$ cat src/rtl/cap_sched_pkg.sv
// Shared types and constants for the capture-buffer scheduler.
package cap_sched_pkg;

  typedef enum logic [1:0] {
    ST_IDLE  = 2'd0,
    ST_START = 2'd1,
    ST_FILL  = 2'd2,
    ST_DRAIN = 2'd3
  } state_e;

  localparam logic [1:0] MODE_NONE = 2'd0;
  localparam logic [1:0] MODE_IQ   = 2'd1;
  localparam logic [1:0] MODE_TLM  = 2'd2;

  localparam int REQ_CORR = 0;
  localparam int REQ_HOST = 1;
  localparam int REQ_TLM  = 2;

  // Capture mode implied by a one-hot grant vector.
  function automatic logic [1:0] mode_of(input logic [2:0] gnt);
    logic [1:0] m;
    if (gnt[REQ_TLM]) begin
      m = MODE_TLM;
    end else if (gnt != 3'b000) begin
      m = MODE_IQ;
    end else begin
      m = MODE_NONE;
    end
    return m;
  endfunction

endpackage

$ cat src/rtl/cap_sched_arb.sv
// Fixed-priority arbiter (corr > host > tlm) with telemetry starvation
// promotion; the winning grant is held in a register until cleared.
module cap_sched_arb
  import cap_sched_pkg::*;
(
  input  logic       iclk_lte,
  input  logic       ireset,
  input  logic [2:0] pend_i,
  input  logic       starve_hit_i,
  input  logic       en_i,
  input  logic       clr_i,
  output logic [2:0] win_o,
  output logic [2:0] grant_o
);

  logic [2:0] grant_q;

  always_comb begin
    win_o = 3'b000;
    if (!en_i) begin
      win_o = 3'b000;
    end else if (starve_hit_i && pend_i[REQ_TLM]) begin
      win_o[REQ_TLM] = 1'b1;
    end else if (pend_i[REQ_CORR]) begin
      win_o[REQ_CORR] = 1'b1;
    end else if (pend_i[REQ_HOST]) begin
      win_o[REQ_HOST] = 1'b1;
    end else if (pend_i[REQ_TLM]) begin
      win_o[REQ_TLM] = 1'b1;
    end else begin
      win_o = 3'b000;
    end
  end

  always_ff @(posedge iclk_lte or negedge ireset) begin
    if (!ireset) begin
      grant_q <= 3'b000;
    end else if (win_o != 3'b000) begin
      grant_q <= win_o;
    end else if (clr_i) begin
      grant_q <= 3'b000;
    end else begin
      grant_q <= grant_q;
    end
  end

  assign grant_o = grant_q;

endmodule

$ cat src/rtl/cap_sched.sv
// Capture-buffer scheduler: pending/drop bookkeeping, start/fill/drain
// sequencing with timeout guards, all outputs registered.
module cap_sched
  import cap_sched_pkg::*;
#(
  parameter int               pTO_W     = 20,
  parameter logic [pTO_W-1:0] pTO_FILL  = 20'd210000,
  parameter logic [pTO_W-1:0] pTO_DRAIN = 20'd1000000,
  parameter int               pSTARVE   = 3,
  parameter int               pDROP_W   = 16
) (
  input  logic               iclk_lte,
  input  logic               ireset,
  input  logic               ienable,
  input  logic               ireq_corr,
  input  logic               ireq_host,
  input  logic               ireq_tlm,
  input  logic               icap_done,
  input  logic               ird_done,
  output logic               ocap_start,
  output logic [1:0]         ocap_mode,
  output logic [2:0]         ogrant,
  output logic               obusy,
  output logic [2:0]         opend,
  output logic [pDROP_W-1:0] odrop_cnt,
  output logic               otimeout,
  output logic               oto_flag
);

  localparam int               STV_W     = $clog2(pSTARVE + 1);
  localparam logic [STV_W-1:0] STV_MAX   = STV_W'(pSTARVE);
  localparam logic [pTO_W-1:0] TO_ONE    = pTO_W'(1);
  localparam logic [pTO_W-1:0] FILL_LAST = pTO_FILL - TO_ONE;
  localparam logic [pTO_W-1:0] DRN_LAST  = pTO_DRAIN - TO_ONE;

  state_e             state_q, state_d;
  logic [pTO_W-1:0]   cnt_q, cnt_d;
  logic [2:0]         pend_q, pend_d;
  logic [pDROP_W-1:0] drop_q, drop_d;
  logic [STV_W-1:0]   starve_q, starve_d;
  logic [1:0]         mode_q, mode_d;
  logic               start_q, busy_q, to_q, toflag_q;
  logic [2:0]         req_s, win_s, drops_s;
  logic [1:0]         ndrop_s;
  logic [pDROP_W:0]   drop_sum_s;
  logic               to_s, leave_s;

  assign req_s = {ireq_tlm, ireq_host, ireq_corr};

  cap_sched_arb u_arb (
    .iclk_lte     (iclk_lte),
    .ireset       (ireset),
    .pend_i       (pend_q),
    .starve_hit_i (starve_q == STV_MAX),
    .en_i         (ienable && (state_q == ST_IDLE)),
    .clr_i        (leave_s),
    .win_o        (win_s),
    .grant_o      (ogrant)
  );

  always_ff @(posedge iclk_lte or negedge ireset) begin
    if (!ireset) begin
      state_q <= ST_IDLE;
      cnt_q   <= '0;
    end else begin
      state_q <= state_d;
      cnt_q   <= cnt_d;
    end
  end

  // Done pulses take precedence over an expiring timeout in the same cycle.
  always_comb begin
    state_d = state_q;
    cnt_d   = cnt_q;
    to_s    = 1'b0;
    case (state_q)
      ST_IDLE: begin
        if (win_s != 3'b000) state_d = ST_START;
        else                 state_d = ST_IDLE;
      end
      ST_START: begin
        state_d = ST_FILL;
        cnt_d   = '0;
      end
      ST_FILL: begin
        if (icap_done) begin
          state_d = ST_DRAIN;
          cnt_d   = '0;
        end else if (cnt_q == FILL_LAST) begin
          state_d = ST_IDLE;
          cnt_d   = '0;
          to_s    = 1'b1;
        end else begin
          cnt_d = cnt_q + TO_ONE;
        end
      end
      ST_DRAIN: begin
        if (ird_done) begin
          state_d = ST_IDLE;
          cnt_d   = '0;
        end else if (cnt_q == DRN_LAST) begin
          state_d = ST_IDLE;
          cnt_d   = '0;
          to_s    = 1'b1;
        end else begin
          cnt_d = cnt_q + TO_ONE;
        end
      end
      default: begin
        state_d = ST_IDLE;
        cnt_d   = '0;
      end
    endcase
  end

  assign leave_s = ((state_q == ST_FILL) || (state_q == ST_DRAIN)) && (state_d == ST_IDLE);

  // A same-source request in its grant cycle re-arms the bit without counting as a drop.
  always_comb begin
    pend_d     = req_s | (pend_q & ~win_s);
    drops_s    = req_s & pend_q & ~win_s;
    ndrop_s    = {1'b0, drops_s[0]} + {1'b0, drops_s[1]} + {1'b0, drops_s[2]};
    drop_sum_s = {1'b0, drop_q} + {{(pDROP_W-1){1'b0}}, ndrop_s};
    if (drop_sum_s[pDROP_W]) drop_d = '1;
    else                     drop_d = drop_sum_s[pDROP_W-1:0];
    if (win_s[REQ_TLM]) begin
      starve_d = '0;
    end else if ((win_s != 3'b000) && pend_q[REQ_TLM] && (starve_q != STV_MAX)) begin
      starve_d = starve_q + STV_W'(1);
    end else begin
      starve_d = starve_q;
    end
    if (win_s != 3'b000) mode_d = mode_of(win_s);
    else if (leave_s)    mode_d = MODE_NONE;
    else                 mode_d = mode_q;
  end

  always_ff @(posedge iclk_lte or negedge ireset) begin
    if (!ireset) begin
      pend_q   <= 3'b000;
      drop_q   <= '0;
      starve_q <= '0;
      mode_q   <= MODE_NONE;
      start_q  <= 1'b0;
      busy_q   <= 1'b0;
      to_q     <= 1'b0;
      toflag_q <= 1'b0;
    end else begin
      pend_q   <= pend_d;
      drop_q   <= drop_d;
      starve_q <= starve_d;
      mode_q   <= mode_d;
      start_q  <= (state_q == ST_START);
      busy_q   <= (state_d != ST_IDLE);
      to_q     <= to_s;
      toflag_q <= toflag_q | to_s;
    end
  end

  assign ocap_start = start_q;
  assign ocap_mode  = mode_q;
  assign obusy      = busy_q;
  assign opend      = pend_q;
  assign odrop_cnt  = drop_q;
  assign otimeout   = to_q;
  assign oto_flag   = toflag_q;

endmodule

$ cat config.mk
export PLATFORM = sky130hd
export DESIGN_NAME = cap_sched
export DESIGN_NICKNAME = d
export VERILOG_FILES = /design/src/rtl/cap_sched_pkg.sv /design/src/rtl/cap_sched_arb.sv /design/src/rtl/cap_sched.sv
export SDC_FILE = /design/constraint.sdc
export NUM_CORES = 1
export LEC_CHECK = 0
export BUFFER_PORTS_ARGS = -buffer_cell sky130_fd_sc_hd__buf_2
export CORE_ASPECT_RATIO = 1.4
export CORE_MARGIN = 2
export CORE_UTILIZATION = 58
export CTS_BUF_LIST = sky130_fd_sc_hd__clkbuf_16
export DETAILED_ROUTE_END_ITERATION = 16
export PLACE_DENSITY = 0.87
export REMOVE_ABC_BUFFERS = 1
export SYNTH_ARGS = -nofsm -noshare
export SYNTH_HDL_FRONTEND = slang
export SYNTH_HIERARCHICAL = 1
export SYNTH_SLANG_ARGS = --single-unit
$ cat constraint.sdc
create_clock -name iclk_lte -period 4.33 [get_ports iclk_lte]
set_input_delay 0.2165 -clock iclk_lte [delete_from_list [all_inputs] [get_ports iclk_lte]]
set_output_delay 0.2165 -clock iclk_lte [all_outputs]
set_load 0.005 [all_outputs]
## After elaboration in Yosys (flattened, before gate mapping)

Index checks and enable logic that the tools add are counted.

- Memories: 0
- Output and inout bits: 28
- RAM bits: 0
- Bits in latches: 0
- Register bits after elaboration: 52
- ROM bits: 0
- Input bits: 8
- Logic and storage cells: 74

- Mux-type cells: 32
- Reductions and logical operators: 13
- $mul: 0
- Shift operators: 0
- Divide/modulo/power cells: 0
- Bitwise gates (word level): 6
- Equality and inequality tests: 7
- Add/sub/neg operators: 5
- Order comparisons: 0

Operators with widths:

| cell | number |
|---|---|
| 20-bit two-way mux | 4 |
| 20-bit one-hot mux with 3 select lines | 1 |
| 2-bit two-way mux | 11 |
| 20-bit by 1-bit adder with 20-bit output (second input constant) | 1 |
| 20-bit by 18-bit == test with 1-bit output (second input constant) | 1 |
| 20-bit == test (second input constant) | 1 |
| 16-bit by 2-bit adder with 17-bit output | 1 |
| 16-bit two-way mux | 1 |
| 1-bit two-way mux | 10 |
| 3-bit bitwise AND | 3 |
| 3-bit two-way mux | 3 |
| 2-bit one-hot mux with 4 select lines | 1 |
| 2-bit == test (second input constant) | 3 |
| 2-bit nonzero test | 3 |
| 3-bit nonzero test | 2 |
| 1-bit logical AND | 5 |
| 2-bit zero test | 2 |
| 3-bit inverter | 1 |
| 3-bit OR | 1 |
| 1-bit by 1-bit adder with 2-bit output | 1 |
| 2-bit by 1-bit adder with 2-bit output | 1 |
| 2-bit by 1-bit adder with 2-bit output (second input constant) | 1 |
| 2-bit by 1-bit == test with 1-bit output (second input constant) | 1 |
| 2-bit inequality test (second input constant) | 1 |
| other kinds (3) | 3 |

## Longest topological paths before layout

Gate-level depths: netlist of run 1.

- Depth after elaboration: 12
- Mapped depth: 19
- Gate-level depth less buffers: 16

## Cells and area by module

The synthesis of run 1 kept the hierarchy.

By module, submodules not included:

| module | cells an instance | sequential area each (µm²) | instances | area each (µm²) |
|---|---|---|---|---|
| cap_sched | 269 | 1,226.2 | 1 | 2,667.6 |
| cap_sched_arb | 18 | 75.1 | 1 | 186.4 |

## Worst setup path before layout of run 1

OpenSTA, ideal clock, no wires.

- Kind: register -> register
- Start: register state_q[0]
- End: register drop_q[14] (netlist: odrop_cnt[14])
- Slack: 0.843 ns
- Library setup time: 0.125 ns
- Stages on the path, launching flop included: 19
- Period minus slack after synthesis: 3.487 ns
- Data arrival time: 3.362 ns
- Required time: 4.205 ns
- Path through: dfrtp_1 buf_2 nor2_1 buf_4 and2_1 and2_4 and2_1 inv_1 nand3_1 fa_1 inv_1 ha_1 fa_1 nand2_1 nor2_1 and2_1 clkbuf_1 nand4_1 mux2_2

- Elaborated cells on any way between the ends: 9
- Those cells by class: add/sub (3); mux (2); bitwise (2); reduce/logical (2)

RTL lines:

| what | RTL line | text |
|---|---|---|
| start: declaration | cap_sched.sv:36 | `state_e state_q, state_d;` |
| start signal: assignment | cap_sched.sv:66 | `state_q <= state_d;` |
| 2-bit zero test | cap_sched.sv:55 | `.en_i (ienable && (state_q == ST_IDLE)),` |
| 1-bit logical AND | cap_sched.sv:55 |  |
| 3-bit two-way mux | cap_sched_arb.sv:20 | `if (!en_i) begin` |
| named net win_s[2] | cap_sched.sv:43 | `logic [2:0] req_s, win_s, drops_s;` |
| 3-bit inverter | cap_sched.sv:121 | `drops_s = req_s & pend_q & ~win_s;` |
| 3-bit bitwise AND | cap_sched.sv:121 |  |
| 2-bit by 1-bit adder with 2-bit output | cap_sched.sv:122 | `ndrop_s = {1'b0, drops_s[0]} + {1'b0, drops_s[1]} + {1'b0, drops_s[2]};` |
| 16-bit by 2-bit adder with 17-bit output | cap_sched.sv:123 | `drop_sum_s = {1'b0, drop_q} + {{(pDROP_W-1){1'b0}}, ndrop_s};` |
| 16-bit two-way mux | cap_sched.sv:124 | `if (drop_sum_s[pDROP_W]) drop_d = '1;` |
| named net drop_d[14] | cap_sched.sv:39 | `logic [pDROP_W-1:0] drop_q, drop_d;` |
| end signal: assignment | cap_sched.sv:150 | `drop_q <= drop_d;` |
| end: declaration | cap_sched.sv:39 |  |

The timed path passes the listed nets, and every way through them passes these cells.
A chain may end at the register's enable or synchronous reset.

## Worst setup path in the final report of run 1

- Start: register state_q[1]
- End: register drop_q[6] (netlist: odrop_cnt[6])

Same word-level chain as after synthesis.

==> results of run 1 <==
[power breakdown]
group / switching, mW / internal [mW] / leakage, nW
combinational: 0.320 / 0.262 / 0.713
sequential: 0.0954 / 0.588 / 0.676
clock: 0.167 / 0.208 / 0.0738
[sequential cells by signal, indices dropped and copies added (netlist names)]
register and cells:
cnt_q 20, obusy 1, ocap_mode 2, ocap_start 1, odrop_cnt 16, opend 3
otimeout 1, oto_flag 1, starve_q 2, state_q 2, u_arb/grant_o 3
[cells by family after synthesis]
group,synth area share (%)
simple gates,27.14
compound gates,15.39
flops,45.59
buf+inv,3.814
xor+xnor,3.069
fa+ha+maj,3.157
mux,1.841
[worst reg2reg max path, stage by stage, from the launching register on]
cell and delay (ps):
dfrtp_1 460, nor2_1 120, buf_4 200, and2_1 270, and2_4 180, and2_1 220
inv_1 110, nand3_1 90, fa_1 410, inv_1 60, ha_1 180, fa_1 240
nand2_1 70, nor2_1 170, nand2_1 90, or3_1 570, o21ai_0 150
[placed cells by master (no fill, tap or decap), types with 5 or more instances in the layout]
cell        n
o21ai_0     9
a21oi_1    11
xnor2_1     6
clkbuf_16   5
nand3_1    19
dfrtp_1    52
buf_2      35
nand2_1    35
inv_1       9
nor2_1     18
and3_1     11
nand2b_1    6
nor2b_1     5
a31oi_1    12
[routing by layer]
| layer | vias to the layer above | wire, µm | GRT usage [%] |
|---|---|---|---|
| met4 | 0 | 131 | 11.66 |
| met5 | - | 0 | 0 |
| met2 | 51 | 3066 | 39.85 |
| li1 | 1098 | - | - |
| met3 | 9 | 203 | 4.010 |
| met1 | 1101 | 2308 | 26.90 |
[worst min-delay path by stage]
stage | to | slack [ps] | depth (start not counted)
after CTS | cnt_q[13]$_DFFE_PN0N_ | 60 | 2
after global placement | cnt_q[17]$_DFFE_PN0N_ | 370 | 2
after floorplan | cnt_q[0]$_DFFE_PN0N_ | -80 | 0
after global routing | cnt_q[10]$_DFFE_PN0N_ | 90 | 2
final | cnt_q[8]$_DFFE_PN0N_ | 40 | 2
after detailed placement | cnt_q[15]$_DFFE_PN0N_ | 370 | 2
[through the flow]
stage	hold WS [ps]	total power, mW	utilization, %	instance area [µm²]
2_1_floorplan	-79.09	1.079	-	2771
3_3_place_gp	365.2	1.246	63.31	3042
3_5_place_dp	367.9	1.270	63.31	3042
4_1_cts	56.62	1.649	66.15	3178
5_1_grt	91.72	1.757	66.15	3178
6_report	36.88	1.641	66.15	3178
[final cells by class]
type / count / area, µm²
repair buffers: 37 / 190.2
clock buffers: 5 / 125.1
well taps: 64 / 80.08
multi-input cells: 218 / 1444
clock inverters: 3 / 11.26
fillers: 396 / 1627
flip-flops and latches: 52 / 1301
inverters: 7 / 26.28
[synth_stat cells, types with 4 or more instances]
| library cell | count |
|---|---|
| xor2_1 | 4 |
| buf_6 | 4 |
| a21o_1 | 4 |
| dfrtp_1 | 52 |
| nor2_1 | 18 |
| nor2b_1 | 5 |
| ha_1 | 4 |
| o21ai_0 | 9 |
| inv_1 | 7 |
| nand2b_1 | 6 |
| and3_1 | 11 |
| nand2_1 | 35 |
| xnor2_1 | 6 |
| a31oi_1 | 12 |
| and2_1 | 4 |
| a21oi_1 | 11 |
| nand3_1 | 19 |
==> impl_results.md, run 1 <==
- Clk_lat worst skew: 290 ps
- Synthesized area per cell: 9.944 µm²
- Synth area leaders: dfrtp_1 46%, nand2_1 4.6%, nand3_1 3.3%
- Setup CP Type: flop to flop
- Status: finished clean
- Max Cap Viol: 0
- Yosys reg bits: 52
- Critical Path Start: state_q[1]$_DFF_PN0_
- TritonCTS clock tree: built
- Count of flip-flops with a built-in enable after synthesis: 0
- Reg2reg end: odrop_cnt[6]$_DFF_PN0_
- Vias in the first global route: 2255
- Final wirelength: 5.710 mm
- Setup TNS: 0 ps
- Die footprint: 5506 µm²
- Crit path max-delay family: simple AND/OR/NAND/NOR gates
- Worst-Margin Slew: 641.9 ps
- Warnings, synthesis: 6
- Post-CTS Setup Bufs: 0
- Final setup viols: 0
- Post-synth top flop: dfrtp_1
- RSZ-0062 raised after global routing: no
- Layout cells sized above 1: 21.74%
- Area Overhead vs Synth: 11.35%
- Count of hold-fix buffers inserted at cts: 0
- Layout net count: 335
- Clk root buf: clkbuf_16
- RD Place Congestion: 0.8867
- CP Capture Type: flop
- ANT cells: 0
- Total number of vias: 2259
- # IOs: 36
- Initial DRC Count: 94
- Fmax: 272.8 MHz
- Largest net degree at the start of global routing: 53
- Yosys top cell area share: 45.59%
- Antenna violations before repair: 0
- CP max FO: 13
- Via density: 5.852
- First-pass GRT wire length: 9.867 mm
- Die Y-Extent: 87 µm
- Max-slew headroom: 57.21%
- Row count: 30
- Fin crit share: 84.66%
- Synth Cell Area: 2854 µm²
- Max incr delay on CP: 570 ps
- Post-CTS Resized: 0
- Crit path DAT: 3880 ps
- GRT Total Usage: 22.77%
- Reg-to-reg slack, setup: 660 ps
- Netlist cell types: 66
- Final HPWL DP: 4.042 mm
- Initial core utilization: 59.40%
- Post-route ant nets: 0
- # port buffers: 35
- HP Class: input port to async pin
- Overflow after GRT: 0
- Pre-CTS setup slack: 702.5 ps
- Static Leakage: 1.463 nW
- Cells along the critical path: nor2_1 -> buf_4 -> and2_1 -> and2_4 -> and2_1 -> inv_1 -> nand3_1 -> fa_1 -> inv_1 -> ha_1 -> fa_1 -> nand2_1 -> nor2_1 -> nand2_1 -> or3_1 -> o21ai_0
- Fin. max-slew vios: 0
- Reg2reg start: state_q[1]$_DFF_PN0_
- Ys async rst share: 100.0%
- Max Root-Sink Buffers: 2
- Critical path depth in cells: 16
- Sink Count: 52
- Yosys top cell by area: dfrtp_1
- Gate Count Post-Synth: 287
- Crit start category: flop
- Worst-case clock skew: 7.673 ps
- Die width: 63.29 µm
- CP max stage cell: or3_1
- DRC: 0
- H-tree depth: 2
- Num CTS Buffers: 5
- WP data required: 4540 ps
- First-pass iteration count of the detailed router: 4
- CP Buf/Inv Count: 3
- Peak supply drop: 388.5 µV
- Register area share after synthesis: 45.59%
- Reg2reg path depth: 16
- P per Cell Area: 516.3 nW/µm²
- Placed insts: 378
- Count of final hold-check violations: 0
- Routed wire per std cell: 14.79 µm
- Final setup margin: 664.3 ps
- Fin crit period: 3666 ps
- Non-filler cells, final: 386
- Worst-path clk slew: 70 ps
- Core footprint: 4805 µm²
- CP endpoint: odrop_cnt[6]$_DFF_PN0_
(Power assumes the default switching activity.)
==> run 2: changes to the inputs <==
==> constraint.sdc (replaced) <==
create_clock -name iclk_lte -period 3.73 [get_ports iclk_lte]
set_input_delay 0.1865 -clock iclk_lte [delete_from_list [all_inputs] [get_ports iclk_lte]]
set_output_delay 0.1865 -clock iclk_lte [all_outputs]
set_load 0.005 [all_outputs]
==> impl_results.md, run 2 (synthesis gave the netlist of run 1 again) <==
- ANT cells: 0 (unchanged)
- Sink Count: 52 (unchanged)
- Initial core utilization: 59.40% (unchanged)
- Non-filler cells, final: 386 (unchanged)
- Row count: 30 (unchanged)
- Worst-case clock skew: 3.108 ps (-4.566 ps)
- RD Place Congestion: 0.8836 (-0.35%)
- P per Cell Area: 613.9 nW/µm² (+19%)
- Dpl cell area: 3042 µm² (unchanged)
- Most frequent cells in the layout: 52 x dfrtp_1, 35 x nand2_1, 35 x buf_2
- RSZ-0062 raised after global routing: no
- H-tree depth: 2 (unchanged)
- Die width: 63.29 µm (unchanged)
- Max Cap Viol: 0 (unchanged)
- HP Class: input port to async pin
- Status: finished clean
- Final wirelength: 5.713 mm (about the same)
- Worst-path clk slew: 60 ps (about the same)
- Num CTS Buffers: 5 (unchanged)
- CP max FO: 8 (-5)
- Final HPWL DP: 4.050 mm (+0.20%)
- Design area: 3209 µm² (+0.98%)
- CP Capture Type: flop
- Overflow after GRT: 0 (unchanged)
- Antenna violations before repair: 0 (unchanged)
- Die footprint: 5506 µm² (unchanged)
- Setup CP Type: flop to flop
- Vias in the first global route: 2154 (-4.5%)
- Reg-to-reg slack, setup: 270 ps (-390 ps)
- Core footprint: 4805 µm² (unchanged)
- Met3 Wirelength: 237 µm (+17%)
- Peak supply drop: 498.0 µV (+28%)
- WP data required: 3900 ps (-640 ps)
- Area Overhead vs Synth: 12.45%
- Clock share of power: 25.4% (+2.5 points)
- Met2 wire len: 3.033 mm (-1.1%)
- M1 wire length: 2.337 mm (+1.3%)
- Via density: 5.824 (-0.49%)
- Placed insts: 378 (unchanged)
- # IOs: 36 (unchanged)
- GRT Total Usage: 22.33% (-0.44 points)
- Setup TNS: 0 ps (unchanged)
- Initial DRC Count: 148 (+57%)
- Worst hold slack: 0.6325 ps (-36.25 ps)
- Post-route ant nets: 0 (unchanged)
- Total number of vias: 2248 (-0.49%)
- Crit start category: flop
- Worst-Margin Slew: 651.0 ps (+9.040 ps)
- Fin crit period: 3459 ps (-207.2 ps)
- Count of hold-fix buffers inserted at cts: 0 (unchanged)
- Max Root-Sink Buffers: 2 (unchanged)
- Final setup viols: 0 (unchanged)
- Layout net count: 335 (unchanged)
- TritonCTS clock tree: built
- Static Leakage: 1.469 nW (+0.46%)
- DRC: 0 (unchanged)
- Commonest non-fill, non-tap cell in the layout: dfrtp_1
- Routed wire per std cell: 14.80 µm (about the same)
- Clk_lat worst skew: 290 ps (about the same)
- Count of final hold-check violations: 0 (unchanged)
- Fin crit share: 92.72% (+8.1 points)
- Fmax: 289.1 MHz (+6.0%)
- P_sw: 669.1 µW (+15%)
- Top sig layer: met4
- Internal power: 1.301 mW (+23%)
- Layout cells sized above 1: 22.36% (+0.62 points)
- Crit path DAT: 3630 ps (-250 ps)
- Part of the power in combinational logic: 34.2% (-1.3 points)
- Fin. max-slew vios: 0 (unchanged)
- Clk root buf: clkbuf_16
- Part of the power in registers: 40.4% (-1.2 points)
- Fillers: 404 (+2.0%)
- Reg with most FFs: cnt_q
- # port buffers: 35 (unchanged)
- First-pass GRT wire length: 9.701 mm (-1.7%)
- First-pass iteration count of the detailed router: 5 (+1)
- Largest net degree at the start of global routing: 53 (unchanged)
- Max-slew headroom: 56.60% (-0.60 points)
- Largest register FFs: 20 (unchanged)
- Die Y-Extent: 87 µm (unchanged)
- Switching part of the total power: 33.96% (-1.5 points)
-- run 2: worst paths after layout --
kind                            cells after the start                 start                 endpoint
worst max-delay path                               15  state_q[1]$_DFF_PN0_  odrop_cnt[14]$_DFF_PN0_
worst min-delay path                                2                ireset    cnt_q[15]$_DFFE_PN0N_
worst max register to register                     15  state_q[1]$_DFF_PN0_  odrop_cnt[14]$_DFF_PN0_
worst min register to register                      1    oto_flag$_DFF_PN0_       oto_flag$_DFF_PN0_
max in group asynchronous                           2                ireset     state_q[1]$_DFF_PN0_
min in group iclk_lte                               2             ireq_host       opend[1]$_DFF_PN0_
-- run 2: critical path: stages, from the launching register on --
cell and delay [ps]:
dfrtp_1 460, nor2_1 80, and2_1 220, and2_4 180, and2_1 200, inv_1 120, nand3_1 90, fa_1 490
inv_1 40, ha_1 220, fa_1 420, nand2_1 90, nor2_1 60, and2_1 220, nand4_1 120, mux2_2 330
-- run 2: area by class of cell --
type / count / area, µm² / area share [%]
clock inverter: 3 / 37.54 / 1.170
sequential: 52 / 1301 / 40.55
clock buffer: 5 / 125.1 / 3.899
multi-input combinational: 218 / 1449 / 45.15
inverter: 7 / 26.28 / 0.8187
timing repair buffer: 37 / 190.2 / 5.926
tap: 64 / 80.08 / 2.495
-- run 2: what timing repair did --
item / in CTS / in global routing
setup endpoints to repair: 0 / 5
buffers inserted: 0 / 0
resized for setup: 0 / 1
-- run 2: power by group through the flow --
stage | clock [mW] | combinational, mW | sequential (mW)
after CTS | 0.514 | 0.680 | 0.794
final | 0.501 | 0.674 | 0.795
after global routing | 0.535 | 0.757 | 0.816
after detailed placement | 0 | 0.680 | 0.802
after global placement | 0 | 0.654 | 0.796
after floorplan | 0 | 0.460 | 0.792
-- run 2: per-stage QoR --
stage | utilization, % | worst slack [ps] | power [mW]
final | 66.80 | 271.5 | 1.970
after global routing | 66.80 | 47.03 | 2.108
after global placement | 63.31 | 379.0 | 1.449
after CTS | 66.69 | 219.6 | 1.989
after detailed placement | 63.31 | 225.5 | 1.482
after floorplan | - | 206.8 | 1.252
-- run 2: routing by layer --
layer  vias up  GRT usage [%]
li1       1097              -
met2        60          39.56
met4         0          10.47
met1      1083          26.24
met5         -              0
met3         8          4.140
==> run 3: changes to the inputs <==
--- a/config.mk
+++ b/config.mk
@@ -5,7 +5,7 @@
 export SDC_FILE = /design/constraint.sdc
 export NUM_CORES = 1
 export LEC_CHECK = 0
-export BUFFER_PORTS_ARGS = -buffer_cell sky130_fd_sc_hd__buf_2
+export BUFFER_PORTS_ARGS = -buffer_cell sky130_fd_sc_hd__clkbuf_2
 export CORE_ASPECT_RATIO = 1.4
 export CORE_MARGIN = 2
 export CORE_UTILIZATION = 58
==> impl_results.md, run 3 (synthesis gave the netlist of run 1 again) <==
- First-pass iteration count of the detailed router: 4 (-1)
- Max Cap Viol: 0 (unchanged)
- CP Capture Type: flop
- ANT cells: 0 (unchanged)
- Fmax: 287.4 MHz (-0.62%)
- Final setup margin: 250.1 ps (-21.42 ps)
- Clk_lat worst skew: 280 ps (about the same)
- Antenna violations before repair: 0 (unchanged)
- Final Power: 2.055 mW (+4.3%)
- Status: finished clean
- GRT Total Usage: 23.24% (+0.91 points)
- Fin crit period: 3480 ps (+21.42 ps)
- H-tree depth: 2 (unchanged)
- Area Overhead vs Synth: 13.72%
- Largest register FFs: 20 (unchanged)
- Post-route ant nets: 0 (unchanged)
- Fin crit share: 93.30% (+0.57 points)
- Worst hold slack: 96.06 ps (+95.43 ps)
- # IOs: 36 (unchanged)
- HP Class: input port to flop
- Total number of vias: 2306 (+2.6%)
- Worst-path clk slew: 60 ps (about the same)
- Crit start category: flop
- Initial DRC Count: 191 (+29%)
- Die Y-Extent: 87 µm (unchanged)
- # port buffers: 35 (unchanged)
- Core footprint: 4805 µm² (unchanged)
- Crit path DAT: 3650 ps (+20 ps)
- Max-slew headroom: 66.87% (+10 points)
- WHS Path Cells: 2
- Worst-case clock skew: 2.048 ps (-1.059 ps)
- Count of final hold-check violations: 0 (unchanged)
- First-pass GRT wire length: 10.19 mm (+5.1%)
- Sink Count: 52 (unchanged)
- Fin. max-slew vios: 0 (unchanged)
- Via density: 5.974 (+2.6%)
- Routed wire per std cell: 15.53 µm (+4.9%)
- Most frequent cells in the layout: 50 x dfrtp_1, 35 x nand2_1, 35 x clkbuf_2
- Initial core utilization: 59.40% (unchanged)
- Die width: 63.29 µm (unchanged)
- Peak supply drop: 435.0 µV (-13%)
- Reg with most FFs: cnt_q
- Largest net degree at the start of global routing: 41 (-23%)
- Commonest non-fill, non-tap cell in the layout: dfrtp_1
- CP max FO: 9 (+1)
- Pre-CTS setup slack: 234.1 ps (+8.592 ps)
- RD Place Congestion: 0.8814 (-0.25%)
- Layout cells sized above 1: 23.60% (+1.2 points)
- Row count: 30 (unchanged)
- Die footprint: 5506 µm² (unchanged)
- Clk root buf: clkbuf_16
- Fillers: 404 (unchanged)
- DRC: 0 (unchanged)
- Final wirelength: 5.995 mm (+4.9%)
- Reg2reg path depth: 15 (unchanged)
- Final setup viols: 0 (unchanged)
- Num CTS Buffers: 5 (unchanged)
- P per Cell Area: 633.3 nW/µm² (+3.2%)
- Final HPWL DP: 4.152 mm (+2.5%)
- Worst-Margin Slew: 490.2 ps (-160.8 ps)
- WP data required: 3900 ps (about the same)
- Layout net count: 336 (+0.30%)
- Vias in the first global route: 2283 (+6.0%)
- Overflow after GRT: 0 (unchanged)
- Setup CP Type: flop to flop
- Max Root-Sink Buffers: 2 (unchanged)
- Static Leakage: 1.478 nW (+0.56%)
- TritonCTS clock tree: built
run 3: power by group:
part	switching (mW)	internal, mW
Clock	0.187	0.380
Sequential	0.119	0.684
Combinational	0.377	0.308
run 3: worst paths after layout:
kind | start | endpoint | slack, ps
worst min-delay path | ireq_host | opend[1]$_DFF_PN0_ | 100
min in group asynchronous | ireset | cnt_q[15]$_DFFE_PN0N_ | 320
max in group asynchronous | ireset | state_q[1]$_DFF_PN0_ | 2580
worst min register to register | oto_flag$_DFF_PN0_ | oto_flag$_DFF_PN0_ | 480
worst max register to register | state_q[0]$_DFF_PN0_ | odrop_cnt[14]$_DFF_PN0_ | 250
worst max-delay path | state_q[0]$_DFF_PN0_ | odrop_cnt[14]$_DFF_PN0_ | 250
run 3: area by class of cell:
type                       count  area (µm²)  share of cell area [%]
multi-input combinational    218        1450                   44.68
sequential                    52        1304                   40.17
timing repair buffer          38       200.2                   6.168
clock buffer                   5       125.1                   3.855
tap                           64       80.08                   2.467
clock inverter                 2       60.06                   1.850
inverter                       7       26.28                  0.8096
run 3: metrics by stage:
step	setup TNS [ps]	area, µm²	utilization (%)	instances
final	0	3246	67.55	386
after global routing	-3.865	3246	67.55	386
after CTS	0	3237	67.37	386
after detailed placement	0	3042	63.31	378
after global placement	0	3042	63.31	378
after floorplan	0	2771	-	277
run 3: metal layers:
layer / share of wire [%] / track usage, % / wire length (µm) / up-vias
met5: 0 / 0 / 0 / -
met2: 54 / 42.55 / 3229 / 60
li1: - / - / - / 1099
met4: 1.8 / 10.67 / 110 / 0
met3: 3.8 / 4.787 / 230 / 12
met1: 40 / 25.86 / 2424 / 1135
run 3: what timing repair did:
item,CTS,global route
gates resized for setup,0,4
setup endpoints to repair,0,14
hold endpoints to repair,12,0
buffers inserted,0,0
hold buffers,1,0
run 3: critical path: stages, from the launching register on:
cell and delay, ps:
dfrtp_2 420, nor2_1 80, and2_1 220, and2_4 180, and2_1 200, inv_1 120
nand3_1 100, fa_1 500, inv_1 40, ha_1 220, fa_1 440, nand2_1 100
nor2_1 60, and2_2 240, nand4_1 110, mux2_2 330
